File: src/rtl/joint_servo.sv
// Button-driven servo joint: position stepper FSM plus a framed PWM generator.
// Define JOINT_SERVO_LIMIT_EN to clamp the position to [POS_MIN, POS_MAX] instead of [0x00, 0xFF].
module joint_servo #(
    parameter int          STEP_DIV   = 50000,
    parameter int          PWM_PERIOD = 1000000,
    parameter int          PWM_MIN    = 50000,
    parameter int          PWM_SCALE  = 196,
    parameter logic [7:0]  POS_INIT   = 8'h80
`ifdef JOINT_SERVO_LIMIT_EN
    ,
    parameter logic [7:0]  POS_MIN    = 8'h20,
    parameter logic [7:0]  POS_MAX    = 8'hE0
`endif
) (
    input  logic       clk,
    input  logic       rst,
    input  logic [1:0] btn,
    output logic [7:0] pos,
    output logic       pwm,
    output logic       moving
);

    // state | meaning
    // IDLE  | holding position, waiting for up/down
    // MOVE  | stepping pos once every STEP_DIV cycles in dir_up_q
    typedef enum logic {IDLE, MOVE} state_t;

`ifdef JOINT_SERVO_LIMIT_EN
    localparam logic [7:0] LIM_LO = POS_MIN;
    localparam logic [7:0] LIM_HI = POS_MAX;
`else
    localparam logic [7:0] LIM_LO = 8'h00;
    localparam logic [7:0] LIM_HI = 8'hFF;
`endif

    localparam int          SW         = (STEP_DIV > 1) ? $clog2(STEP_DIV) : 1;
    localparam logic [SW-1:0] STEP_LAST = SW'(STEP_DIV - 1);
    // The sampling edge that enters MOVE already counts as the first step cycle.
    localparam logic [SW-1:0] ENTRY_CNT = SW'((STEP_DIV == 1) ? 0 : 1);
    localparam logic [19:0] FRAME_LAST = 20'(PWM_PERIOD - 1);
    localparam logic [19:0] WIDTH_RST  = 20'(PWM_MIN + int'(POS_INIT) * PWM_SCALE);

    state_t        state_q;
    logic          dir_up_q;
    logic [SW-1:0] step_q;
    logic [7:0]    pos_q;
    logic          moving_q;
    logic [19:0]   frame_q;
    logic [19:0]   width_q;
    logic [19:0]   width_d;
    logic          pwm_q;

    logic cmd_up, cmd_dn, cmd_hold;
    assign cmd_up   = (btn == 2'b01);
    assign cmd_dn   = (btn == 2'b10);
    assign cmd_hold = !(cmd_up || cmd_dn);

    function automatic logic [7:0] nudge(input logic [7:0] p, input logic up);
        if (up)
            return (p >= LIM_HI) ? LIM_HI : p + 8'd1;
        else
            return (p <= LIM_LO) ? LIM_LO : p - 8'd1;
    endfunction

    always_ff @(posedge clk or posedge rst) begin
        if (rst) begin
            state_q  <= IDLE;
            dir_up_q <= 1'b0;
            step_q   <= '0;
            pos_q    <= POS_INIT;
            moving_q <= 1'b0;
        end else begin
            case (state_q)
                IDLE: begin
                    if (!cmd_hold) begin
                        state_q  <= MOVE;
                        moving_q <= 1'b1;
                        dir_up_q <= cmd_up;
                        step_q   <= ENTRY_CNT;
                        if (STEP_DIV == 1)
                            pos_q <= nudge(pos_q, cmd_up);
                    end
                end
                MOVE: begin
                    if (cmd_hold) begin
                        state_q  <= IDLE;
                        moving_q <= 1'b0;
                        step_q   <= '0;
                    end else if (cmd_up != dir_up_q) begin
                        dir_up_q <= cmd_up;
                        step_q   <= '0;
                    end else if (step_q == STEP_LAST) begin
                        step_q <= '0;
                        pos_q  <= nudge(pos_q, dir_up_q);
                    end else begin
                        step_q <= step_q + SW'(1);
                    end
                end
                default: begin
                    state_q  <= IDLE;
                    moving_q <= 1'b0;
                    step_q   <= '0;
                end
            endcase
        end
    end

    assign width_d = 20'(PWM_MIN) + 20'(pos_q) * 20'(PWM_SCALE);

    // Width is only sampled at the frame boundary so a pulse is never cut or stretched mid-frame.
    always_ff @(posedge clk or posedge rst) begin
        if (rst) begin
            frame_q <= '0;
            width_q <= WIDTH_RST;
            pwm_q   <= 1'b0;
        end else begin
            pwm_q <= (frame_q < width_q);
            if (frame_q == FRAME_LAST) begin
                frame_q <= '0;
                width_q <= width_d;
            end else begin
                frame_q <= frame_q + 20'd1;
            end
        end
    end

    assign pos    = pos_q;
    assign pwm    = pwm_q;
    assign moving = moving_q;

endmodule

File: config.mk
export PLATFORM = sky130hd
export DESIGN_NAME = joint_servo
export DESIGN_NICKNAME = d
export VERILOG_FILES = /design/src/rtl/joint_servo.sv
export SDC_FILE = /design/constraint.sdc
export NUM_CORES = 1
export LEC_CHECK = 0
export CORE_ASPECT_RATIO = 0.9
export CORE_UTILIZATION = 40
export CTS_CLUSTER_SIZE = 30
export DETAILED_ROUTE_END_ITERATION = 10
export GPL_TIMING_DRIVEN = 0
export SLEW_MARGIN = 25
export SYNTH_ARGS = -nofsm -noshare
export SYNTH_HDL_FRONTEND = slang
export SYNTH_SLANG_ARGS = --single-unit
File: constraint.sdc
create_clock -name clk -period 3.3 [get_ports clk]
set_input_delay 0.66 -clock clk [delete_from_list [all_inputs] [get_ports clk]]
set_output_delay 0.66 -clock clk [all_outputs]
set_load 0.01 [all_outputs]
==> run summary <==
=================================================================================
Result of the run                                                    complete, but fails checks
Violations in the final reports                                      negative setup slack
Worst setup SP type                                                          flop
Internal power contribution                                               1.44 mW
Final #Nets                                                                   589
Number of remaining DRC errors                                                  0
Measured slew at the worst slew-check pin                                0.636 ns
Max Freq                                                                0.302 GHz
Max IR drop VDD                                                            285 uV
Initial Utilization                                                         41.2%
IO Pins                                                                        14
Grt total ovfl                                                                  0
Arrival time of the worst setup path                                      3.57 ns
Routed length per placed instance                                         14.0 um
Max Cap Viol                                                                    0
Combinational share of power                                                 6.2%
Total CTS buffers                                                               9
Fraction of synthesis flops using an asynchronous set or reset pin           100%
Crit path cell chain                                                 inv_4, ha_4, xor2_1, ha_1, ha_4, ha_4, fa_2, a211o_1, and3_4, nor4_4, a31oi_2, xor2_1, o21ai_1
Placer's final routability congestion estimate                              0.905
Clk Latency, worst-skew pair                                              0.33 ns
Total number of yosys warnings                                                  0
Worst slew margin                                                           57.2%
Number of buffers inserted by port buffering                                   13
Endpoint type of the worst setup path                                        flop
Proportion of layout cells with a drive suffix above 1                      18.3%
Hold WC Path Type                                                         reg2reg
Most Frequent Cell on Critical Path                                          ha_4
Post-synthesis cell count                                                     482
Ranking of synthesized cells by area                                 dfrtp_1, ha_1, xnor2_1
Sequential area share after synthesis                                       35.3%
Switching portion of total power                                            22.1%
Width of the chip                                                          114 um
Worst Path Max Fanout                                                           3
Final-report max-slew violation count                                           0
Critical-path top delay cell                                              dfrtp_2
Pwr Density                                                            337 nW/um2
Number of clock sinks                                                          63
CTS Hold Bufs                                                                   0
CTS tree                                                                    built
Setup-violating endpoint count in the final report                              1
Critical Path RT                                                          3.55 ns
Final wirelength                                                          9.55 mm
Placement Setup Slack                                                   -0.231 ns
Number of antenna diodes                                                        0
First drt pass iteration count                                                  4
Largest incremental delay on the critical path                            0.44 ns
Synthesized area per cell                                                9.32 um2
Final clock period utilization by the worst path                             100%
CTS max path bufs                                                               2
Chip Height                                                                103 um
Leading cell types in the layout, fill and taps excluded             ha_1, dfrtp_1, nand2_1, nor2_1, inv_1
Layout area overhead                                                        21.8%
Post-synthesis cell type with the largest combined area                   dfrtp_1
HPWL Detailed                                                             6.86 mm
Number of DRC violations after detailed-routing iteration 0                   101
Family with the most delay on the worst path                          adder cells
Clk_skew                                                               0.00857 ns
Max H-tree Level                                                                3
Global-route wire length before repair                                    17.0 mm
Fin. Hold Viols                                                                 0
Share of Yosys cell area claimed by the top area cell type                  31.2%
Period minus WS final                                                     3.31 ns
Buffers and inverters on the worst path                                         1
Synthesized netlist net count                                                 547
Post-DR vias/cell                                                            5.23
Via count of the first global-routing pass                                   3639
Post-synth cell types                                                          60
Number of standard cells in the layout, taps in and fillers out               681
Utilization after layout                                                    50.2%
Synthesized flop and latch total                                               63
Total die area                                                          11700 um2
Initial antenna violation count                                                 0
Category of the most critical setup path                                  reg2reg
Syn Std Cell Area                                                        4490 um2
Largest net degree at the start of global routing                              55
Clock root buffer master                                                clkbuf_16
Cell total after placement                                                    648
Fraction of power consumed by the clock network                             50.6%
Clock transition at path regs                                             0.05 ns
Number of synthesized flops with an enable pin                                  0
Static leakage                                                            2.36 nW
P_sw                                                                     0.408 mW
Setup slack after layout                                               -0.0139 ns
Core ar.                                                                10900 um2
GRT Overall Usage                                                           18.4%
Site Rows                                                                      36
Unrepaired setup endpoints after global routing                               yes
Part of the power in registers                                              43.2%
ANT nets after route                                                            0
Routed vias                                                                  3563
Leading register cell type out of synthesis                               dfrtp_1
=================================================================================
-- flip-flops by register name, indices dropped and copies added, names as in the netlist --
register and flops:
frame_q 20, step_q 16, width_q 15, pos 8, dir_up_q 1, moving 1
pwm 1, state_q 1
-- worst reg2reg max path: cells and delay by family (launching register included) --
family,cells,cell delay [ns]
flip-flops,1,0.44
AO/OA/AOI/OAI,3,0.58
XOR/XNOR,2,0.30
adder cells (fa/ha/maj),5,1.32
buffers and inverters,1,0.09
AND/OR/NAND/NOR,2,0.51
-- metal layers --
metal,track usage [%],part of all wire (%)
met3,4.23,2.6
met1,24.8,51
met4,4.55,1.2
met5,0,0
met2,30.0,45
-- final timing paths --
| check | from | endpoint | slack, ns | depth (start not counted) |
|---|---|---|---|---|
| setup reg to reg | pos[2] | width_q[15] | -0.01 | 13 |
| hold reg to reg | width_q[13] | width_q[13] | 0.47 | 2 |
| min in group asynchronous | rst | step_q[11] | 0.58 | 2 |
| hold / removal | width_q[13] | width_q[13] | 0.47 | 2 |
| setup / recovery | pos[2] | width_q[15] | -0.01 | 13 |
| max in group asynchronous | rst | pos[7] | 2.17 | 3 |
-- cells by family after synthesis --
logic type	after synthesis	synth area share (%)
simple gates	173	20.3
compound gates	89	12.8
flops	63	35.3
fa+ha+maj	61	17.3
buf+inv	48	4.82
xor+xnor	44	8.57
mux	4	0.974
-- cell usage after synthesis, drive strengths merged, types with 3 or more instances --
master  count
a211oi      4
a21o        7
a21oi      18
a31oi       4
and3        6
and4        3
buf         8
clkbuf      4
dfrtp      56
dfstp       7
ha         59
inv        36
mux2        3
nand2      46
nand2b      6
nand3      21
nand4      13
nor2       36
nor2b       8
nor3        9
nor4        8
o21ai      33
o31ai       6
or4b        3
xnor2      23
xor2       21
-- power groups by stage --
stage	combinational [mW]	clock, mW	sequential [mW]
final	0.115	0.934	0.797
after global routing	0.129	0.986	0.798
after CTS	0.117	0.960	0.797
after detailed placement	0.116	0	0.810
after global placement	0.108	0	0.809
after floorplan	0.0794	0	0.810
-- what timing repair did --
action                                  4_1_cts  5_1_grt
endpoints found under the hold margin         0        0
pin swaps                                     5       14
setup buffers                                10        7
endpoints found under the setup margin        5        5
gates resized for setup                      12       19
-- area by class of cell --
| class | count | area (um2) |
|---|---|---|
| multi-input cells | 371 | 2880 |
| well taps | 152 | 190 |
| repair buffers | 31 | 289 |
| inverters | 36 | 143 |
| flip-flops and latches | 63 | 1590 |
| fillers | 1052 | 5430 |
| plain buffers | 12 | 81.3 |
| clock inverters | 3 | 42.5 |
| clock buffers | 13 | 250 |
-- metrics by stage --
| step | cell area (um2) | setup TNS (ns) | total power, mW | hold slack [ns] |
|---|---|---|---|---|
| floorplan | 4550 | 0 | 0.889 | 0.450 |
| global placement | 4870 | -3.40 | 0.918 | 0.470 |
| detailed placement | 4910 | -0.782 | 0.926 | 0.473 |
| CTS | 5330 | 0 | 1.87 | 0.481 |
| global route | 5470 | -0.444 | 1.91 | 0.505 |
| finish | 5470 | -0.0139 | 1.85 | 0.471 |
Power figures use the tool's default switching activity.
==> edit, RTL diff (same flow settings) <==
Remove the register `pwm_q`: a continuous assignment takes its place, so the output `pwm` follows one clock earlier.
--- a/src/rtl/joint_servo.sv
+++ b/src/rtl/joint_servo.sv
@@ -114,5 +114,3 @@
             width_q <= WIDTH_RST;
-            pwm_q   <= 1'b0;
         end else begin
-            pwm_q <= (frame_q < width_q);
             if (frame_q == FRAME_LAST) begin
@@ -126,2 +124,4 @@
 
+    assign pwm_q = (frame_q < width_q);
+
     assign pos    = pos_q;
Behaviour: not the same (Yosys sat finds a counterexample within 4 cycles, from zero or initial values and one cycle with rst high).
==> edit against the original RTL <==
Sequential cell count is 1 lower; area after synthesis shrank 0.56%; sequential share of layout area shrank 0.75 points; via count is 0.14% lower; design area up 1.1%; power up 0.19%; count of clock-buffer cells in the layout fell by 1; worst setup slack improved by 0.021 ns; utilization up 0.76 points; wire length grew 0.16%; sequential power shrank 2%; largest power group unchanged; highest routed layer unchanged.
==> edit: results (changes against the original RTL) <==
- Result of the run: finished, final reports clean (was finished, violations left)
- Post-synth top cells: 59 x ha_1, 55 x dfrtp_1, 45 x nand2_1 (was 59 x ha_1, 56 x dfrtp_1, 45 x nand2_1)
- Worst voltage drop across the vdd grid: 0.000221 V (was 0.000285 V)
- End point of the most critical hold path: width_q[8] (was width_q[13])
- Instance area at placement: 4880 sq um (was 4910 sq um)
- Final Wtd Congestion: 0.868 (was 0.905)
- Worst path arrival time: 3.55 ns (was 3.57 ns)
- Min-Delay Startpoint: width_q[8] (was width_q[13])
- Final nets: 592 (was 589)
- Final HPWL from detailed placement: 6940 um (was 6860 um)
- Detailed-routed wire length on met2: 4370 um (was 4320 um)
- Proportion of synthesized chip area in sequential cells: 34.9% (was 35.3%)
- Synth Area in XOR/XNOR: 8.62% (was 8.57%)
- Maximum number of pins on one net before global-route repair: 46 (was 55)
- Worst reg2reg path depth: 14 (was 13)
- Post-DR wirelength/cell: 14.0 um (about the same)
- Setup skew after layout: 0.0104 ns (was 0.00857 ns)
- Highest fanout seen on the critical path: 4 (was 3)
- Met3 wirelength from detailed routing: 300 um (was 249 um)
- Wire length of the first global-routing pass: 17,200 um (was 17,000 um)
- Number of instances in the placed design: 647 (was 648)
- Largest cells by area after synthesis: dfrtp_1 31%, ha_1 17%, xnor2_1 4.5% (was dfrtp_1 31%, ha_1 16%, xnor2_1 4.5%)
- Fraction of the mapped netlist area in compound gates: 12.8% (about the same)
- Multiplexer share of the synthesized area: 0.980% (was 0.974%)
- Static power due to leakage: 2.41 nW (was 2.36 nW)
- Final wirelength: 9560 um (was 9550 um)
- Global router's overall resource usage: 18.6% (was 18.4%)
- Instance count of the mapped netlist: 481 (was 482)
-- edit: how the worst max path moves through the flow --
stage / from / end / cells past startpoint
after floorplan: pos[1] / width_q[15] / 13
after global placement: pos[0] / width_q[15] / 12
after global routing: pos[2] / width_q[15] / 14
final: pos[2] / width_q[15] / 14
after detailed placement: pos[1] / width_q[15] / 13
after CTS: pos[2] / width_q[14] / 13
-- edit: metal layers --
metal  up-vias  global-route usage (%)
li1       1794                       -
met1      1695                    24.2
met2        53                    31.1
met3        16                    3.50
met4         0                    6.58
met5         -                       0
-- edit: worst max-delay path, stage by stage, from the launching register on --
cell and delay (ns):
dfrtp_2 0.43, inv_4 0.07, ha_4 0.27, inv_4 0.03, fa_1 0.50, inv_2 0.05
ha_4 0.23, fa_2 0.40, a211o_1 0.30, and3_4 0.20, buf_12 0.12, o311ai_4 0.26
a31oi_2 0.08, xor2_1 0.16, o21ai_1 0.12
-- edit: area by class of cell --
type / count / area, sq um
Fill cell: 1017 / 5320
Sequential cell: 62 / 1570
Tap cell: 152 / 190
Clock inverter: 4 / 45.0
Timing Repair Buffer: 35 / 342
Buffer: 12 / 81.3
Multi-Input combinational cell: 371 / 2900
Inverter: 36 / 145
Clock buffer: 12 / 256
-- edit: through the flow --
| step | hold slack [ns] | setup WS, ns |
|---|---|---|
| 2_1_floorplan | 0.450 | 0.0132 |
| 3_3_place_gp | 0.470 | -0.220 |
| 3_5_place_dp | 0.470 | -0.254 |
| 4_1_cts | 0.481 | -0.00194 |
| 5_1_grt | 0.497 | -0.122 |
| 6_report | 0.474 | 0.00683 |
-- edit: cell families after synthesis --
logic type | Yosys count
adder cells (fa/ha/maj) | 61
multiplexers | 4
XOR/XNOR | 44
AO/OA/AOI/OAI | 89
flip-flops | 62
AND/OR/NAND/NOR | 173
buffers and inverters | 48
-- edit: timing repair --
action / 4_1_cts / 5_1_grt
pin swaps: 12 / 9
setup endpoints to repair: 5 / 5
resized for setup: 24 / 17
buffers inserted: 10 / 11
-- edit: report_power, final --
group	internal, mW	total [mW]	switching, mW
logic	0.0487	0.113	0.0644
clock network	0.621	0.953	0.331
registers	0.774	0.785	0.0112
